## src/rtl/universal_shift_reg_ctrl.sv

```systemverilog
// Universal shift register with a command FSM: parallel load, logical shifts,
// rotates and arithmetic shift right, each run for a programmable bit count.
module universal_shift_reg_ctrl #(
  parameter int WIDTH = 8,
  parameter int CNT_W = 4
) (
  input  logic             clk,
  input  logic             rst,
  input  logic             start,
  input  logic [2:0]       mode,
  input  logic [CNT_W-1:0] count,
  input  logic [WIDTH-1:0] load_data,
  input  logic             sin_left,
  input  logic             sin_right,
  output logic [WIDTH-1:0] d_out,
  output logic             sout_left,
  output logic             sout_right,
  output logic             busy,
  output logic             done,
  output logic             err
);

  localparam logic [1:0] IDLE = 2'b00;
  localparam logic [1:0] RUN  = 2'b01;
  localparam logic [1:0] DONE = 2'b10;

  localparam logic [2:0] MODE_LOAD = 3'b000;
  localparam logic [2:0] MODE_SHR  = 3'b001;
  localparam logic [2:0] MODE_SHL  = 3'b010;
  localparam logic [2:0] MODE_ROR  = 3'b011;
  localparam logic [2:0] MODE_ROL  = 3'b100;
  localparam logic [2:0] MODE_ASR  = 3'b101;

  logic [1:0]       state;
  logic [2:0]       mode_q;
  logic [CNT_W-1:0] rem;
  logic             err_q;
  logic             accept;

  // One single-bit step; serial inputs only matter for the logical shifts.
  function automatic logic [WIDTH-1:0] shift_step(
    input logic [WIDTH-1:0] d,
    input logic [2:0]       md,
    input logic             sl,
    input logic             sr
  );
    logic signed [WIDTH-1:0] ds;
    ds = signed'(d);
    case (md)
      MODE_SHR: shift_step = {sl, d[WIDTH-1:1]};
      MODE_SHL: shift_step = {d[WIDTH-2:0], sr};
      MODE_ROR: shift_step = {d[0], d[WIDTH-1:1]};
      MODE_ROL: shift_step = {d[WIDTH-2:0], d[WIDTH-1]};
      MODE_ASR: shift_step = unsigned'(ds >>> 1);
      default:  shift_step = d;
    endcase
  endfunction

  assign accept     = start && (state != RUN);
  assign busy       = (state == RUN);
  assign done       = (state == DONE);
  assign err        = err_q;
  assign sout_left  = d_out[WIDTH-1];
  assign sout_right = d_out[0];

  always_ff @(posedge clk or posedge rst) begin
    if (rst) begin
      state  <= IDLE;
      d_out  <= '0;
      mode_q <= MODE_LOAD;
      rem    <= '0;
      err_q  <= 1'b0;
    end else if (accept) begin
      err_q <= 1'b0;
      if (mode == MODE_LOAD) begin
        d_out <= load_data;
        state <= DONE;
      end else if (mode[2] && mode[1]) begin
        err_q <= 1'b1;
        state <= DONE;
      end else if (count == '0) begin
        state <= DONE;
      end else begin
        mode_q <= mode;
        rem    <= count;
        state  <= RUN;
      end
    end else begin
      case (state)
        RUN: begin
          d_out <= shift_step(d_out, mode_q, sin_left, sin_right);
          rem   <= rem - CNT_W'(1);
          if (rem == CNT_W'(1)) state <= DONE;
        end
        DONE: begin
          err_q <= 1'b0;
          state <= IDLE;
        end
        default: state <= IDLE;
      endcase
    end
  end

endmodule

```

## config.mk

```make
export PLATFORM = sky130hd
export DESIGN_NAME = universal_shift_reg_ctrl
export DESIGN_NICKNAME = d
export VERILOG_FILES = /design/src/rtl/universal_shift_reg_ctrl.sv
export SDC_FILE = /design/constraint.sdc
export NUM_CORES = 1
export LEC_CHECK = 0
export ABC_CLOCK_PERIOD_IN_PS = 2400
export BUFFER_PORTS_ARGS = -buffer_cell sky130_fd_sc_hd__buf_4
export CAP_MARGIN = 20
export CORE_ASPECT_RATIO = 0.9
export CORE_MARGIN = 8
export CORE_UTILIZATION = 50
export DETAILED_ROUTE_END_ITERATION = 10
export PLACE_DENSITY = 0.89
export SYNTH_ARGS = -nofsm -noshare
export SYNTH_HDL_FRONTEND = slang
export SYNTH_SLANG_ARGS = --single-unit
```

## constraint.sdc

```tcl
create_clock -name clk -period 2.4 [get_ports clk]
set_input_delay 0.48 -clock clk [delete_from_list [all_inputs] [get_ports clk]]
set_output_delay 0.48 -clock clk [all_outputs]
set_load 0.02 [all_outputs]
```

==> out/metrics.csv, run 1 <==
stage,metric,value,unit
synthesis,synthesized area,1107,um^2
sta,Least-Margin Pin Slew,1003,ps
grt,vias in the first global route,1055,
synthesis,ys async rst share,1.000,
final_layout,"most common cell after layout, fill and taps aside",buf_4,
sta,final hold viol count,0,
clock_network,TritonCTS clock tree,done,
synthesis,largest cells by area after synthesis,"dfrtp_1 41%, o21ai_0 7.7%, nand2_1 6.8%, a221o_1 5.4%, ha_1 3.4%",
power_and_ir_drop,Internal,977.9,uW
synthesis,register area share after synthesis,0.4068,
grt,first-pass GRT wire length,4567,um
placed_design,DPL Wire Length,2138,um
clock_network,Max Root-Sink Buffers,2,
final_layout,area of the multi-input gates,580.6,um^2
drt,WL/cell,14.60,um
power_and_ir_drop,worst vdd ir,865.5,uV
grt,aggregate global routing overflow,0,
clock_network,Clock Sinks,18,
clock_network,CTS root buf,clkbuf_4,
worst_setup_path,CP required,2590,ps
sta,period utilization,0.8240,
floorplan,Initial Util,0.5169,
drt,Initial DRT Pass Iterations,4,
clock_network,clk slew on worst S/H paths,110,ps
grt,largest net degree at the start of global routing,19,
floorplan,die height,60.65,um
worst_setup_path,CP Launch Type,flop,
synthesis,Yosys cell types,33,
final_layout,fraction of layout cells with a size suffix above 1,0.2564,
worst_setup_path,CP arrival,2170,ps
power_and_ir_drop,Clock power frac,0.105,
grt,initial antenna violation count,0,
worst_setup_path,Setup CP Type,flop to flop,
final_layout,Register Area,450.4,um^2
synthesis,Mapped Cells,128,
worst_setup_path,CP max FO,11,
synthesis,Syn Area/Cell,8.651,um^2
floorplan,die area,3979,um^2
power_and_ir_drop,sw power,839.8,uW
sta,min cycle time layout,1978,ps
clock_network,setup repair bufs after CTS,0,
clock_network,CTS Buf Count,3,
drt,number of vias per cell,5.765,
floorplan,Die X-Extent,65.61,um
grt,gr usage total,0.1465,
floorplan,Core ar.,2142,um^2
power_and_ir_drop,LEAKAGE,0.6493,nW
final_layout,most frequent cells in the layout,"32 x buf_4, 20 x nand2_1, 18 x dfrtp_1",
sta,Max-slew headroom,0.3279,
sta,final setup skew,5.476,ps
drt,post-route ant nets,0,
drt,Final Routed Wirelength,2672,um
worst_setup_path,FF-to-FF Start,state[0],
synthesis,Syn Nets,151,
synthesis,share of the synthesized area in the top cell type,0.4068,
synthesis,number of enable flip-flop cells after synthesis,0,
clock_network,clk_lat worst skew,300,ps
power_and_ir_drop,Pwr Total,1.818,mW
sta,fmax,505.7,MHz
sta,Setup Viol. Count Final,0,
final_layout,Diodes inserted,0,
clock_network,CTS resizes,0,
sta,fin. max-slew vios,0,
synthesis,largest area contributor in the synthesized netlist,dfrtp_1,
worst_setup_path,crit path capture type,flop,
placed_design,GPL Wtd Cong,0.8967,
final_layout,Nets,180,
worst_setup_path,Crit. Startpoint,state[0],
drt,vias after detailed routing,1055,
power_and_ir_drop,combinational share of power,0.562,
placed_design,Port Buffers,32,
run_status,run status,completed,
run,total of max-cap violations,0,
power_and_ir_drop,Flop pwr share,0.333,
drt,number of remaining DRC errors,0,
synthesis,Seq cells post-synth,18,
power_and_ir_drop,Cell Pwr Density,1329,nW/um^2
clock_network,H-Tree Depth,1,
power_and_ir_drop,switch share,0.4620,
synthesis,"Top FF cell, synth",dfrtp_1,
final_layout,Fill cells,179,
worst_setup_path,r2r setup slk,420,ps
sta,RSZ-0062 raised after global routing,no,
floorplan,row count,16,
sta,setup TNS,0,ps
clock_network,CTS Hold Bufs,0,
drt,First DRT Iteration DRCs,43,
floorplan,Ports,33,
hold_path,Hold WC Path Type,input port to async pin,
synthesis,synth warn,0,
final_layout,Area Overhead vs Synth,23.50,%
==> cell usage after synthesis, types with 2 or more instances <==
cell type   n
nand2_1    20
dfrtp_1    18
o21ai_0    17
nor2_1      8
a21oi_1     6
a221o_1     6
inv_1       6
buf_2       4
buf_4       4
nand3_1     4
nor3_1      4
ha_1        3
mux2_1      3
a21o_1      2
a31oi_1     2
and2_1      2
nor2b_1     2
o21ai_1     2
==> kinds of logic (layout without fill, tap and decap cells) <==
group                      count (synthesis)  after routing  share of synthesized area
xor gates and xnor gates                   1              1                   0.007911
DFF                                       18             18                     0.4068
muxes                                      3              3                    0.03051
adders and majority gates                  3              3                    0.03390
AOI/OAI and AO/OA                         41             41                     0.2350
and+or+nand+nor                           47             47                     0.2170
buffers and inverters                     15             43                    0.06892
==> path summary, 6_finish.rpt <==
kind	endpoint	cells after the start
min in group clk	mode_q[0]	3
worst min register to register	err	2
max in group asynchronous	d_out[4]	2
worst max-delay path	d_out[7]	5
worst min-delay path	mode_q[0]	2
worst max register to register	d_out[7]	5
==> registers in the layout (all words and copies together) (netlist names) <==
name and count:
d_out 8, rem 4, mode_q 3, state 2, err 1
==> critical path: stages, from the launching register on <==
cell	delay, ps
dfrtp_1	390
nand2b_1	270
and2_1	410
o22ai_1	140
a311oi_1	320
mux2_1	340
==> per-stage QoR <==
step | util | instance area (um^2) | setup WS [ps] | hold WS [ps] | cells
global placement | 0.6215 | 1331 | 523.6 | 504.4 | 179
global route | 0.6384 | 1368 | 263.2 | 318.0 | 183
detailed placement | 0.6215 | 1331 | 449.7 | 512.4 | 179
CTS | 0.6384 | 1368 | 430.4 | 303.7 | 183
finish | 0.6384 | 1368 | 422.4 | 270.3 | 183
floorplan | - | 1107 | 694.7 | 418.6 | 128
==> power by group through the flow <==
stage / sequential [mW] / clock [mW] / combinational [mW]
2_1_floorplan: 0.625 / 0 / 0.750
3_3_place_gp: 0.599 / 0 / 0.997
3_5_place_dp: 0.606 / 0 / 1.03
4_1_cts: 0.602 / 0.196 / 1.03
5_1_grt: 0.624 / 0.209 / 1.16
6_report: 0.604 / 0.191 / 1.02
==> layout make-up <==
type	instances	area share
multi-input cells	95	0.4245
flip-flops and latches	18	0.3294
repair buffers	32	0.1757
clock buffers	4	0.02653
well taps	27	0.02470
inverters	7	0.01921
==> metal layers <==
| metal | share of wire | vias to the layer above | global-route usage | routed length (um) |
|---|---|---|---|---|
| met3 | 0.075 | 8 | 0.03690 | 201 |
| met2 | 0.48 | 42 | 0.2468 | 1290 |
| met5 | 0 | - | 0 | 0 |
| li1 | - | 516 | - | - |
| met4 | 0.015 | 0 | 0.06522 | 39 |
| met1 | 0.43 | 489 | 0.1734 | 1141 |
Power figures use the tool's default switching activity.
==> run 2, diff against run 1 <==
--- a/config.mk
+++ b/config.mk
@@ -5,7 +5,7 @@
 export SDC_FILE = /design/constraint.sdc
 export NUM_CORES = 1
 export LEC_CHECK = 0
-export ABC_CLOCK_PERIOD_IN_PS = 2400
+export ABC_CLOCK_PERIOD_IN_PS = 2000
 export BUFFER_PORTS_ARGS = -buffer_cell sky130_fd_sc_hd__buf_4
 export CAP_MARGIN = 20
 export CORE_ASPECT_RATIO = 0.9
==> constraint.sdc (replaced) <==
create_clock -name clk -period 2 [get_ports clk]
set_input_delay 0.4 -clock clk [delete_from_list [all_inputs] [get_ports clk]]
set_output_delay 0.4 -clock clk [all_outputs]
set_load 0.02 [all_outputs]
==> run 2 against run 1 <==
Design area about the same. Power up 21%. Clock power down 5%. Critical endpoint is now d_out[1].
==> out/metrics.csv, run 2 (same netlist as run 1, synthesis figures left out) <==
stage,metric,value,unit
drt,Final Routed Wirelength,2830,um
floorplan,row count,16,
clock_network,clk slew on worst S/H paths,100,ps
grt,first-pass GRT wire length,4671,um
final_layout,Diodes inserted,0,
final_layout,Area Overhead vs Synth,23.62,%
clock_network,setup repair bufs after CTS,0,
clock_network,H-Tree Depth,1,
grt,initial antenna violation count,0,
clock_network,Max Root-Sink Buffers,2,
final_layout,Register Area,451.7,um^2
sta,final setup skew,4.918,ps
worst_setup_path,CP arrival,2010,ps
placed_design,Port Buffers,32,
drt,number of vias per cell,5.716,
floorplan,Initial Util,0.5169,
sta,fin. max-slew vios,0,
drt,Initial DRT Pass Iterations,6,
clock_network,Clock Sinks,18,
grt,met3 Usage GRT,0.04428,
worst_setup_path,Crit. Startpoint,mode_q[1],
grt,gr usage total,0.1503,
sta,setup TNS,0,ps
grt,met2 GRT Util,0.2693,
final_layout,Fill cells,196,
final_layout,Largest Register,d_out,
sta,RSZ-0062 raised after global routing,no,
drt,First DRT Iteration DRCs,32,
worst_setup_path,Setup CP Type,flop to flop,
grt,largest net degree at the start of global routing,19,
sta,period utilization,0.9262,
sta,final hold viol count,0,
drt,WL/cell,15.46,um
final_layout,Largest register FFs,8,
power_and_ir_drop,Clock power frac,0.082,
worst_setup_path,crit path capture type,flop,
clock_network,TritonCTS clock tree,done,
final_layout,fraction of layout cells with a size suffix above 1,0.2692,
grt,met1 Track Usage GR,0.1634,
drt,vias after detailed routing,1046,
final_layout,Post-Layout Cell Count,183,
drt,post-route ant nets,0,
placed_design,DPL Wire Length,2202,um
final_layout,"most common cell after layout, fill and taps aside",buf_4,
power_and_ir_drop,Flop pwr share,0.330,
clock_network,CTS root buf,clkbuf_4,
final_layout,Nets,181,
floorplan,Die X-Extent,65.61,um
run,total of max-cap violations,0,
sta,min cycle time layout,1852,ps
final_layout,area of the multi-input gates,586.8,um^2
clock_network,CTS Buf Count,3,
clock_network,clk_lat worst skew,300,ps
sta,setup ws final,147.7,ps
final_layout,Post-Route Utilization,0.6390,
floorplan,Core ar.,2142,um^2
worst_setup_path,CP Launch Type,flop,
placed_design,pre-CTS setup slack,101.7,ps
sta,Setup Viol. Count Final,0,
grt,aggregate global routing overflow,0,
power_and_ir_drop,combinational share of power,0.588,
sta,fmax,539.9,MHz
power_and_ir_drop,sw power,1.048,mW
worst_setup_path,CP max FO,9,
sta,Hold Worst Slack,189.9,ps
floorplan,Ports,33,
drt,number of remaining DRC errors,0,
power_and_ir_drop,Cell Pwr Density,1606,nW/um^2
hold_path,Hold WC Path Type,input port to async pin,
worst_setup_path,CP required,2160,ps
placed_design,GPL Wtd Cong,0.8701,
final_layout,biggest regs,"d_out: 8 flops, rem: 4 flops, mode_q: 3 flops",
grt,busiest grt layer,met2,
grt,vias in the first global route,1044,
worst_setup_path,FF-to-FF Start,mode_q[1],
power_and_ir_drop,worst vdd ir,830.3,uV
final_layout,most frequent cells in the layout,"33 x buf_4, 20 x nand2_1, 17 x o21ai_0, 17 x dfrtp_1, 8 x nor2_1",
floorplan,die height,60.65,um
floorplan,die area,3979,um^2
run_status,run status,completed,
power_and_ir_drop,Internal,1.150,mW
placed_design,placed cell count,180,
power_and_ir_drop,LEAKAGE,0.6465,nW
power_and_ir_drop,switch share,0.4769,
sta,Least-Margin Pin Slew,672.0,ps
sta,Max-slew headroom,0.5515,
run 2: cell type report:
cell class,count,share of cell area
clock buffer,3,0.01645
inverter,7,0.01920
timing repair buffer,33,0.1810
multi-input combinational,95,0.4287
sequential,18,0.3300
tap,27,0.02468
run 2: stage by stage:
| stage | power, mW | area (um^2) |
|---|---|---|
| after floorplan | 1.650 | 1107 |
| final | 2.198 | 1369 |
| after detailed placement | 2.004 | 1339 |
| after global routing | 2.389 | 1369 |
| after global placement | 1.936 | 1339 |
| after CTS | 2.179 | 1361 |
run 2: final timing paths:
check	to	slack, ps	cells after the start
min in group clk	mode_q[0]	300	3
worst max-delay path	d_out[1]	150	6
max in group asynchronous	mode_q[2]	1340	2
worst min register to register	err	530	2
worst max register to register	d_out[1]	150	6
worst min-delay path	rem[0]	190	2
run 2: power by group through the flow:
| stage | clock network, mW | registers [mW] | logic [mW] |
|---|---|---|---|
| floorplan | 0 | 0.750 | 0.900 |
| global placement | 0 | 0.718 | 1.22 |
| detailed placement | 0 | 0.727 | 1.28 |
| CTS | 0.178 | 0.719 | 1.28 |
| global route | 0.204 | 0.753 | 1.43 |
| finish | 0.181 | 0.725 | 1.29 |
run 2: worst max-delay path: stages (launching register included):
cell and delay, ps:
dfrtp_1 490, ha_1 390, nor2_1 70, and2_1 240, a221o_1 310, o21ai_0 90, o21ai_0 110
run 2: layer usage:
metal,part of all wire,routed length [um],vias to the layer above
met5,0,0,-
met4,0.018,51,0
met3,0.072,203,7
met2,0.48,1363,36
met1,0.43,1212,489
li1,-,-,514
run 2: repair_timing:
item,CTS,global route
hold endpoints to repair,0,0
hold buffers,0,0
endpoints found under the setup margin,0,7
gates resized for setup,0,2
